**src/rtl/wave_sequencer_pkg.sv**
```systemverilog
// Shared types and default widths for the waveform sequencer.
package wave_sequencer_pkg;

    localparam int DEF_ADDR_W  = 10;
    localparam int DEF_PHASE_W = 24;
    localparam int CYCLES_W    = 8;
    localparam int ROM_DATA_W  = 16;

    typedef enum logic [1:0] {
        WAVE_SINE     = 2'd0,
        WAVE_SQUARE   = 2'd1,
        WAVE_TRIANGLE = 2'd2,
        WAVE_SAW      = 2'd3
    } wave_t;

    typedef enum logic [1:0] {
        ST_IDLE  = 2'd0,
        ST_RUN   = 2'd1,
        ST_FLUSH = 2'd2
    } state_t;

endpackage

```
**src/rtl/wave_sequencer_if.sv**
```systemverilog
// Config handshake and waveform ROM bus; master is the sequencer side.
interface wave_sequencer_if #(
    parameter int ADDR_W  = wave_sequencer_pkg::DEF_ADDR_W,
    parameter int PHASE_W = wave_sequencer_pkg::DEF_PHASE_W
) ();
    logic                                      cfg_valid;
    logic                                      cfg_ready;
    logic [1:0]                                cfg_wave;
    logic [PHASE_W-1:0]                        cfg_ftw;
    logic [wave_sequencer_pkg::CYCLES_W-1:0]   cfg_cycles;
    logic                                      rom_en;
    logic [1:0]                                rom_sel;
    logic [ADDR_W-1:0]                         rom_addr;
    logic [wave_sequencer_pkg::ROM_DATA_W-1:0] rom_data;

    modport master (
        input  cfg_valid, cfg_wave, cfg_ftw, cfg_cycles, rom_data,
        output cfg_ready, rom_en, rom_sel, rom_addr
    );

    modport slave (
        output cfg_valid, cfg_wave, cfg_ftw, cfg_cycles, rom_data,
        input  cfg_ready, rom_en, rom_sel, rom_addr
    );
endinterface

```
**src/rtl/wave_phase_acc.sv**
```systemverilog
// Phase accumulator; wrap is the carry-out of the current increment.
module wave_phase_acc
    import wave_sequencer_pkg::*;
#(
    parameter int PHASE_W = DEF_PHASE_W
) (
    input  logic               clk,
    input  logic               rst_n,
    input  logic               clr,
    input  logic               en,
    input  logic [PHASE_W-1:0] ftw,
    output logic [PHASE_W-1:0] phase,
    output logic               wrap
);

    logic [PHASE_W:0] sum;

    assign sum  = {1'b0, phase} + {1'b0, ftw};
    assign wrap = en & sum[PHASE_W];

    // clear wins over advance so a config swap restarts the period at 0
    always_ff @(posedge clk or negedge rst_n) begin
        if (!rst_n) begin
            phase <= '0;
        end else if (clr) begin
            phase <= '0;
        end else if (en) begin
            phase <= sum[PHASE_W-1:0];
        end
    end

endmodule

```
**src/rtl/wave_sequencer.sv**
```systemverilog
// Waveform playback controller: phase-driven ROM reads with a shadowed config.
// state | meaning
// IDLE  | waiting for start; accepted config loads the active registers
// RUN   | phase advancing, one ROM read per clock
// FLUSH | reads stopped, last outstanding sample returns
module wave_sequencer
    import wave_sequencer_pkg::*;
#(
    parameter int ADDR_W  = DEF_ADDR_W,
    parameter int PHASE_W = DEF_PHASE_W,
    parameter int DATA_W  = 8
) (
    input  logic              clk,
    input  logic              rst_n,
    input  logic              start,
    input  logic              stop,
    wave_sequencer_if.master  bus,
    output logic [DATA_W-1:0] sample,
    output logic              sample_valid,
    output logic              busy,
    output logic              period_done
);

    state_t                state, state_nxt;
    wave_t                 act_wave, shd_wave;
    logic [PHASE_W-1:0]    act_ftw, shd_ftw;
    logic [CYCLES_W-1:0]   act_cycles, shd_cycles, cnt;
    logic                  shd_full, stop_q;
    logic [PHASE_W-1:0]    phase;
    logic                  wrap, terminal, cfg_acc, launch, promote, acc_clr;
    logic                  bits_unused;

    assign cfg_acc  = bus.cfg_valid & bus.cfg_ready;
    assign terminal = wrap & (stop_q | ((act_cycles != '0) && (cnt == CYCLES_W'(1))));
    assign launch   = (state == ST_IDLE) && (state_nxt == ST_RUN);
    // a pending shadow is promoted at a wrap, or at FLUSH if the run ended without one
    assign promote  = shd_full & (wrap | (state == ST_FLUSH));
    assign acc_clr  = (state == ST_IDLE) | (wrap & shd_full);

    assign bus.rom_addr = phase[PHASE_W-1 -: ADDR_W];
    assign bus.rom_sel  = act_wave;
    assign bits_unused  = ^{bus.rom_data, phase};

    wave_phase_acc #(.PHASE_W(PHASE_W)) u_phase_acc (
        .clk   (clk),
        .rst_n (rst_n),
        .clr   (acc_clr),
        .en    (state == ST_RUN),
        .ftw   (act_ftw),
        .phase (phase),
        .wrap  (wrap)
    );

    always_ff @(posedge clk or negedge rst_n) begin
        if (!rst_n) begin
            state <= ST_IDLE;
        end else begin
            state <= state_nxt;
        end
    end

    always_comb begin
        state_nxt     = state;
        bus.cfg_ready = 1'b0;
        bus.rom_en    = 1'b0;
        busy          = 1'b1;
        case (state)
            ST_IDLE: begin
                bus.cfg_ready = 1'b1;
                busy          = 1'b0;
                if (start && (act_ftw != '0)) begin
                    state_nxt = ST_RUN;
                end
            end
            ST_RUN: begin
                bus.rom_en    = 1'b1;
                bus.cfg_ready = ~shd_full;
                // a zero increment never wraps, so a latched stop ends the run directly
                if (terminal || (stop_q && (act_ftw == '0))) begin
                    state_nxt = ST_FLUSH;
                end
            end
            ST_FLUSH: begin
                state_nxt = ST_IDLE;
            end
            default: begin
                state_nxt = ST_IDLE;
            end
        endcase
    end

    always_ff @(posedge clk or negedge rst_n) begin
        if (!rst_n) begin
            act_wave   <= WAVE_SINE;
            act_ftw    <= '0;
            act_cycles <= '0;
            shd_wave   <= WAVE_SINE;
            shd_ftw    <= '0;
            shd_cycles <= '0;
            shd_full   <= 1'b0;
        end else begin
            if ((state == ST_IDLE) && cfg_acc) begin
                act_wave   <= wave_t'(bus.cfg_wave);
                act_ftw    <= bus.cfg_ftw;
                act_cycles <= bus.cfg_cycles;
            end else if (promote) begin
                act_wave   <= shd_wave;
                act_ftw    <= shd_ftw;
                act_cycles <= shd_cycles;
            end
            if ((state == ST_RUN) && cfg_acc) begin
                shd_wave   <= wave_t'(bus.cfg_wave);
                shd_ftw    <= bus.cfg_ftw;
                shd_cycles <= bus.cfg_cycles;
                shd_full   <= 1'b1;
            end else if (promote) begin
                shd_full   <= 1'b0;
            end
        end
    end

    always_ff @(posedge clk or negedge rst_n) begin
        if (!rst_n) begin
            cnt    <= '0;
            stop_q <= 1'b0;
        end else begin
            stop_q <= (state == ST_RUN) & (stop_q | stop);
            if (launch) begin
                cnt <= act_cycles;
            end else if (wrap) begin
                if (shd_full) begin
                    cnt <= shd_cycles;
                end else if (act_cycles != '0) begin
                    cnt <= cnt - CYCLES_W'(1);
                end
            end
        end
    end

    always_ff @(posedge clk or negedge rst_n) begin
        if (!rst_n) begin
            sample       <= '0;
            sample_valid <= 1'b0;
            period_done  <= 1'b0;
        end else begin
            sample_valid <= bus.rom_en;
            period_done  <= wrap;
            if (bus.rom_en) begin
                sample <= bus.rom_data[ROM_DATA_W-1 -: DATA_W];
            end
        end
    end

endmodule

```
**src/flat_wrapper.sv**
```systemverilog
// flat-port wrapper written by rule: the top's interface ports become plain ports
module wave_sequencer_flat import wave_sequencer_pkg::*;
#(
    parameter int ADDR_W  = DEF_ADDR_W,
    parameter int PHASE_W = DEF_PHASE_W,
    parameter int DATA_W  = 8
)
  (clk, rst_n, start, stop, sample, sample_valid, busy, period_done, bus_cfg_valid, bus_cfg_wave, bus_cfg_ftw, bus_cfg_cycles, bus_rom_data, bus_cfg_ready, bus_rom_en, bus_rom_sel, bus_rom_addr);
  wave_sequencer_if #(.ADDR_W(ADDR_W), .PHASE_W(PHASE_W)) bus_i ();
  input  logic clk;
  input  logic rst_n;
  input  logic start;
  input  logic stop;
  output logic [DATA_W-1:0] sample;
  output logic sample_valid;
  output logic busy;
  output logic period_done;
  input wire logic [$bits(bus_i.cfg_valid)-1:0] bus_cfg_valid;
  input wire logic [$bits(bus_i.cfg_wave)-1:0] bus_cfg_wave;
  input wire logic [$bits(bus_i.cfg_ftw)-1:0] bus_cfg_ftw;
  input wire logic [$bits(bus_i.cfg_cycles)-1:0] bus_cfg_cycles;
  input wire logic [$bits(bus_i.rom_data)-1:0] bus_rom_data;
  output wire logic [$bits(bus_i.cfg_ready)-1:0] bus_cfg_ready;
  output wire logic [$bits(bus_i.rom_en)-1:0] bus_rom_en;
  output wire logic [$bits(bus_i.rom_sel)-1:0] bus_rom_sel;
  output wire logic [$bits(bus_i.rom_addr)-1:0] bus_rom_addr;
  assign bus_i.cfg_valid = bus_cfg_valid;
  assign bus_i.cfg_wave = bus_cfg_wave;
  assign bus_i.cfg_ftw = bus_cfg_ftw;
  assign bus_i.cfg_cycles = bus_cfg_cycles;
  assign bus_i.rom_data = bus_rom_data;
  assign bus_cfg_ready = bus_i.cfg_ready;
  assign bus_rom_en = bus_i.rom_en;
  assign bus_rom_sel = bus_i.rom_sel;
  assign bus_rom_addr = bus_i.rom_addr;
  wave_sequencer #(.ADDR_W(ADDR_W), .PHASE_W(PHASE_W), .DATA_W(DATA_W)) u_core (.clk(clk), .rst_n(rst_n), .start(start), .stop(stop), .bus(bus_i), .sample(sample), .sample_valid(sample_valid), .busy(busy), .period_done(period_done));
endmodule
```
**config.mk**
```make
export PLATFORM = sky130hd
export DESIGN_NAME = wave_sequencer_flat
export DESIGN_NICKNAME = d
export VERILOG_FILES = /design/src/rtl/wave_sequencer_pkg.sv /design/src/rtl/wave_sequencer_if.sv /design/src/rtl/wave_phase_acc.sv /design/src/rtl/wave_sequencer.sv /design/src/flat_wrapper.sv
export SDC_FILE = /design/constraint.sdc
export NUM_CORES = 1
export LEC_CHECK = 0
export ABC_AREA = 0
export BUFFER_PORTS_ARGS = -buffer_cell sky130_fd_sc_hd__clkbuf_2
export CORE_ASPECT_RATIO = 1.1
export CORE_MARGIN = 2
export CORE_UTILIZATION = 50
export DETAILED_ROUTE_END_ITERATION = 8
export GPL_ROUTABILITY_DRIVEN = 0
export MAX_ROUTING_LAYER = met4
export PLACE_DENSITY = 0.7
export SETUP_SLACK_MARGIN = 0.02
export SLEW_MARGIN = 25
export SYNTH_ARGS = -nofsm -noshare
export SYNTH_HDL_FRONTEND = slang
export SYNTH_HIERARCHICAL = 1
export SYNTH_SLANG_ARGS = --single-unit
export TNS_END_PERCENT = 50
```
**constraint.sdc**
```tcl
create_clock -name clk -period 4 [get_ports clk]
set_input_delay 0.2 -clock clk [delete_from_list [all_inputs] [get_ports clk]]
set_output_delay 0.2 -clock clk [all_outputs]
set_load 0.005 [all_outputs]
```
==> flow_summary.yaml, run 1 <==
logic_synthesis:
  yosysWarningCount: 6
  syn_avg_cell_area_um2: 10.0
  synthesis.area_um2: 6350
  synth_top_area_cell: "dfrtp_1"
  synth.top_cells.by_count: "dfrtp_1, nor2_1, nand2_1"
  synth_cells: 635
  synthFlopType: "dfrtp_1"
  post-synth-top-count-cell: "dfrtp_1"
  synth-async-reset-ratio: 1.00
  ys_seq_elements: 114
  syn-num-nets: 717
  ys_top_cells_by_area: "dfrtp_1, mux2i_1, mux2_2"
  ys_types: 68
  synth_top_area_frac: 0.449
  synth_edf_count: 0
  synth_seq_area_share: 0.449
worst_setup_path:
  cp.required_ps: 4340
  critPathLaunchType: "flop"
  path_class: "reg -> reg"
  crit_path_end_kind: "flop"
  crit_path_max_fanout: 13
  arrival_ps: 3980
route:
  drc_errors: 0
  num_vias: 5064
  viasPerCell: 5.73
  wirelength_um: 14700
  wl_per_cell_um: 16.6
  first_pass_iters: 5
  drt-initial-drc-count: 234
  ant_nets: 0
sta:
  setup_tns_ps: 0
  skew_ps: 13.6
  rsz0062_at_grt: "false"
  finalMaxSlewViolations: 0
  finalSetupViolations: 0
  fmax_mhz: 275
  min_period_ps: 3630
  slew_headroom: 0.427
  fin_crit_sh: 0.908
  worst_pin_slew_ps: 857
  hold_viol: 0
final_layout:
  drive_gt1_frac: 0.230
  finalNetCount: 796
  diodes: 0
  multi_input_area_um2: 3310
  syn_to_final_growth_pct: 19.2
  regArea_um2: 2850
  fillerInstances: 1038
pwr:
  power_density_nw_per_um2: 1020
  peakVddDrop_mv: 0.466
  p_leak_nw: 3.41
  power.total_mw: 7.69
global_route:
  grt_pass1_wl_um: 24100
  grt_pass1_vias: 4951
  antenna_found_initial: 0
  grtUsageTotal: 0.231
  grt_overflow_total: 0
  grt_max_degree: 50
clock_tree:
  htreeDepth: 4
  clk_root_buffer_cell: "clkbuf_16"
  cts_num_sinks: 114
  cts_buffers: 17
  clockBufferDepth: 2
  clk_latency_ps: 420
  cts_tree: "built"
  clkSlewWorstSetupHoldPaths_ps: 50
placed_design:
  io_buffers: 71
  dp_hpwl_um: 10300
hold_path:
  hp-class: "in -> reg"
die:
  die_y_um: 122
  io_pins: 80
  core_area_um2: 12500
  num_rows: 43
  die_area_um2: 13600
  initial_core_util: 0.509
  die_w_um: 111
status:
  status: "complete, no violations"
run:
  max-cap-violations: 0
[state kept, by name (all words and copies together) (netlist names)]
signal	count
u_core/act_ftw	24
u_core/shd_ftw	24
u_core/u_phase_acc/phase	24
u_core/act_cycles	8
u_core/cnt	8
u_core/sample	8
u_core/shd_cycles	8
u_core/bus.rom_sel	2
u_core/shd_wave	2
u_core/state	2
u_core/period_done	1
u_core/sample_valid	1
u_core/shd_full	1
u_core/stop_q	1
[through the flow]
step	hold slack [ps]	utilization	cell area, um2	worst slack [ps]	cells
5_1_grt	18.4	0.606	7570	131	883
3_5_place_dp	275	0.550	6870	382	842
2_1_floorplan	-95.6	-	6350	854	635
4_1_cts	10.7	0.606	7560	340	883
6_report	23.7	0.606	7570	366	883
3_3_place_gp	262	0.550	6870	435	842
[logic make-up after synthesis]
group / share of synthesized area
adders and majority gates: 0.0544
muxes: 0.148
and+or+nand+nor: 0.148
AOI/OAI and AO/OA: 0.151
DFF: 0.449
buffers and inverters: 0.0313
xor gates and xnor gates: 0.0179
[cell usage in the layout (no fill, tap or decap), drive strengths merged, types with 3 or more instances in the layout]
cell type and instances:
nor2 75, a21oi 61, nand3 9, o311ai 4
xnor2 11, clkbuf 92, nor3 7, nor4 8
nand3b 4, o22ai 5, and3 4, clkinv 6
nor2b 3, mux2i 48, dlygate4sd3 10, o31ai 3
dfrtp 114, o21a 3, o21ai 25, or4 3
a31oi 5, buf 12, nor3b 4, ha 26
inv 13, o211ai 6, a21o 6, mux2 41
nand4 9, nand2b 3, nand2 65, a211oi 5
[timing repair]
action | 4_1_cts | 5_1_grt
gates resized for setup | 0 | 1
endpoints found under the setup margin | 0 | 1
hold buffers | 10 | 0
buffers inserted | 0 | 0
endpoints found under the hold margin | 56 | 0
[metal layers]
metal	wire length, um	GRT usage	vias to the layer above	part of all wire
met5	0	-	-	0
met4	361	0.103	0	0.025
met3	621	0.0448	27	0.042
met2	7200	0.370	133	0.49
met1	6510	0.288	2454	0.44
li1	-	-	2450	-
[critical path, stage by stage, from the launching register on]
cell	delay (ps)
dfrtp_1	390
ha_1	210
fa_1	420
a21oi_1	230
o211ai_1	190
a21oi_1	320
o22ai_1	190
o21ai_1	160
a21oi_1	110
nand2_1	140
nand2_2	200
nor2b_1	330
nand2_1	110
or4_1	430
nand3_1	110
[worst paths after layout]
check                                  start                      endpoint  slack, ps  depth (start not counted)
setup / recovery           u_core/act_ftw[0]  u_core/u_phase_acc/phase[23]        370                         14
hold / removal             bus_cfg_cycles[4]          u_core/shd_cycles[4]         20                          2
setup reg to reg           u_core/act_ftw[0]  u_core/u_phase_acc/phase[23]        370                         14
hold reg to reg             u_core/sample[4]              u_core/sample[4]        480                          2
max in group asynchronous              rst_n            u_core/act_ftw[18]       2680                          3
min in group asynchronous              rst_n             u_core/shd_ftw[6]        340                          2
[final cells by class]
| type | instances | area share |
|---|---|---|
| Clock buffer | 22 | 0.0653 |
| Clock inverter | 9 | 0.0137 |
| Inverter | 14 | 0.00694 |
| Multi-Input combinational cell | 475 | 0.438 |
| Sequential cell | 114 | 0.377 |
| Tap cell | 157 | 0.0260 |
| Timing Repair Buffer | 92 | 0.0731 |
[power by group]
| part | internal (mW) | switching [mW] |
|---|---|---|
| sequential | 1.76 | 0.451 |
| clock | 0.990 | 0.518 |
| combinational | 1.71 | 2.27 |
| total | 4.46 | 3.24 |
No activity file was read; power rests on OpenSTA's default activity.
==> run 2: changes to the inputs <==
Settings changed: CORE_UTILIZATION 50 to 59, GPL_ROUTABILITY_DRIVEN 0 to not set, PLACE_DENSITY 0.7 to 0.81.
==> run 2 against run 1 <==
Worst setup slack worse by 8.3 ps. Sequential share of layout area about the same. Count of clock-buffer cells in the layout is 4 lower. Via count grew 4.4%. Total power up 2.5%. Register-to-register slack about the same. First-iteration DRC count grew 81%. Clock skew is 6.0 ps lower. Die area down 15%. Worst hold slack gained 14 ps. Final cell count decreased by 1.4%. Fmax is 0.23% lower. Largest cell class unchanged. Largest power group unchanged.
==> flow_summary.yaml, run 2 (same netlist as run 1, synthesis figures left out) <==
global_route:
  grt_max_degree: 43
  grt_overflow_total: 0
  antenna_found_initial: 0
  grt_pass1_wl_um: 26200
  grtUsageTotal: 0.296
  grt_pass1_vias: 5537
sta:
  worst_pin_slew_ps: 928
  rsz0062_at_grt: "false"
  fin_crit_sh: 0.910
  slew_headroom: 0.379
  skew_ps: 7.59
  hold_viol: 0
  finalMaxSlewViolations: 0
  min_period_ps: 3640
  fmax_mhz: 275
  finalSetupViolations: 0
  setup_tns_ps: 0
  fin_ws_ps: 358
  hold_ws_ps: 37.3
die:
  num_rows: 39
  die_y_um: 113
  io_pins: 80
  die_area_um2: 11600
  die_w_um: 103
  core_area_um2: 10400
  initial_core_util: 0.608
final_layout:
  drive_gt1_frac: 0.232
  diodes: 0
  reg_top3: "u_core/act_ftw: 24 flops, u_core/shd_ftw: 24 flops, u_core/u_phase_acc/phase: 24 flops"
  mostFrequentLayoutCells: "dfrtp_1, nor2_1, clkbuf_2, nand2_1, a21oi_1"
  fin_area_um2: 7570
  final_common_cell: "dfrtp_1"
  fillerInstances: 724
  finalNetCount: 797
  syn_to_final_growth_pct: 19.3
worst_setup_path:
  crit_chain: "ha_1 -> a21oi_1 -> o21ai_0 -> a211oi_1 -> o22ai_1 -> o21ai_1 -> a21oi_1 -> nand2_1 -> nand2_2 -> buf_4 -> nor2_1 -> buf_4 -> nand2_1 -> o311ai_0 -> a211o_1"
  slowest_stage: "ha_1"
  crit_path_start: "u_core/act_ftw[13]"
  cp.required_ps: 4300
  timing.rr.start: "u_core/act_ftw[13]"
  path_class: "reg -> reg"
  crit_path_max_fanout: 14
  arrival_ps: 3940
  critPathLaunchType: "flop"
  crit_path_end_kind: "flop"
  cpPeakStageDelay_ps: 410
hold_path:
  holdCritStartpoint: "bus_cfg_ftw[19]"
  hp-class: "in -> reg"
route:
  drt-initial-drc-count: 424
  drc_errors: 0
  ant_nets: 0
  first_pass_iters: 5
  wl_per_cell_um: 18.0
  viasPerCell: 6.07
  wirelength_um: 15700
  num_vias: 5286
pwr:
  peakVddDrop_mv: 0.508
  p_leak_nw: 3.42
  power_density_nw_per_um2: 1040
clock_tree:
  postCtsSetupBuffers: 0
  clk_latency_ps: 410
  clockBufferDepth: 2
  clkSlewWorstSetupHoldPaths_ps: 60
  htreeDepth: 4
  cts_tree: "built"
  clk_root_buffer_cell: "clkbuf_16"
  cts_num_sinks: 114
  cts_buffers: 17
run:
  max-cap-violations: 0
placed_design:
  io_buffers: 71
  place_congestion: 0.921
  dp_hpwl_um: 10400
  place_ws_ps: 341
  postPlaceCellArea_um2: 6840
status:
  status: "complete, no violations"
-- run 2: cell types whose count changed in the layout (fill, tap and decap cells not counted) --
| cell | before | now |
|---|---|---|
| clkbuf_8 | 5 | 1 |
| buf_4 | 11 | 13 |
| bufinv_16 | 2 | 4 |
| clkinvlp_4 | 2 | 4 |
| buf_12 | 1 | 0 |
| clkinv_4 | 1 | 2 |
-- run 2: metrics by stage --
step	instances	utilization	total power [mW]
after floorplan	635	-	5.14
after global placement	829	0.655	5.95
after detailed placement	829	0.655	6.16
after CTS	871	0.725	7.84
after global routing	871	0.725	8.45
final	871	0.725	7.89
-- run 2: repair_timing --
action,CTS,global route
gates resized for setup,0,1
hold buffers,10,0
endpoints found under the setup margin,0,1
endpoints found under the hold margin,44,0
-- run 2: final cells by class --
type                    instances  area [um2]  area share
multi-input cells             475        3310       0.438
flip-flops and latches        114        2850       0.377
repair buffers                 93         548      0.0724
clock buffers                  18         439      0.0580
clock inverters                14         188      0.0248
well taps                     143         179      0.0236
inverters                      14        52.6     0.00694
-- run 2: power breakdown --
part	total [mW]	internal, mW	switching (mW)
clock	1.59	1.05	0.540
combinational	4.08	1.72	2.36
sequential	2.21	1.76	0.458
total	7.89	4.53	3.36
-- run 2: worst paths after layout --
kind | endpoint | slack [ps] | depth (start not counted)
worst min register to register | u_core/sample[7] | 490 | 2
max in group asynchronous | u_core/act_ftw[14] | 2800 | 3
min in group asynchronous | u_core/u_phase_acc/phase[20] | 320 | 2
worst max register to register | u_core/u_phase_acc/phase[19] | 360 | 15
worst min-delay path | u_core/shd_ftw[19] | 40 | 2
worst max-delay path | u_core/u_phase_acc/phase[19] | 360 | 15
-- run 2: per-layer routing --
layer | vias to the layer above | share of wire | track usage | wire length (um)
li1 | 2450 | - | - | -
met3 | 30 | 0.049 | 0.0655 | 767
met5 | - | 0 | - | 0
met2 | 174 | 0.51 | 0.475 | 8090
met1 | 2632 | 0.42 | 0.370 | 6540
met4 | 0 | 0.021 | 0.101 | 325
-- run 2: critical path: cells and delay by family (launching register included) --
kind / cells / cell delay [ps]
AO/OA/AOI/OAI: 8 / 1750
adder cells (fa/ha/maj): 1 / 410
buffers and inverters: 2 / 410
flip-flops: 1 / 400
AND/OR/NAND/NOR: 4 / 540
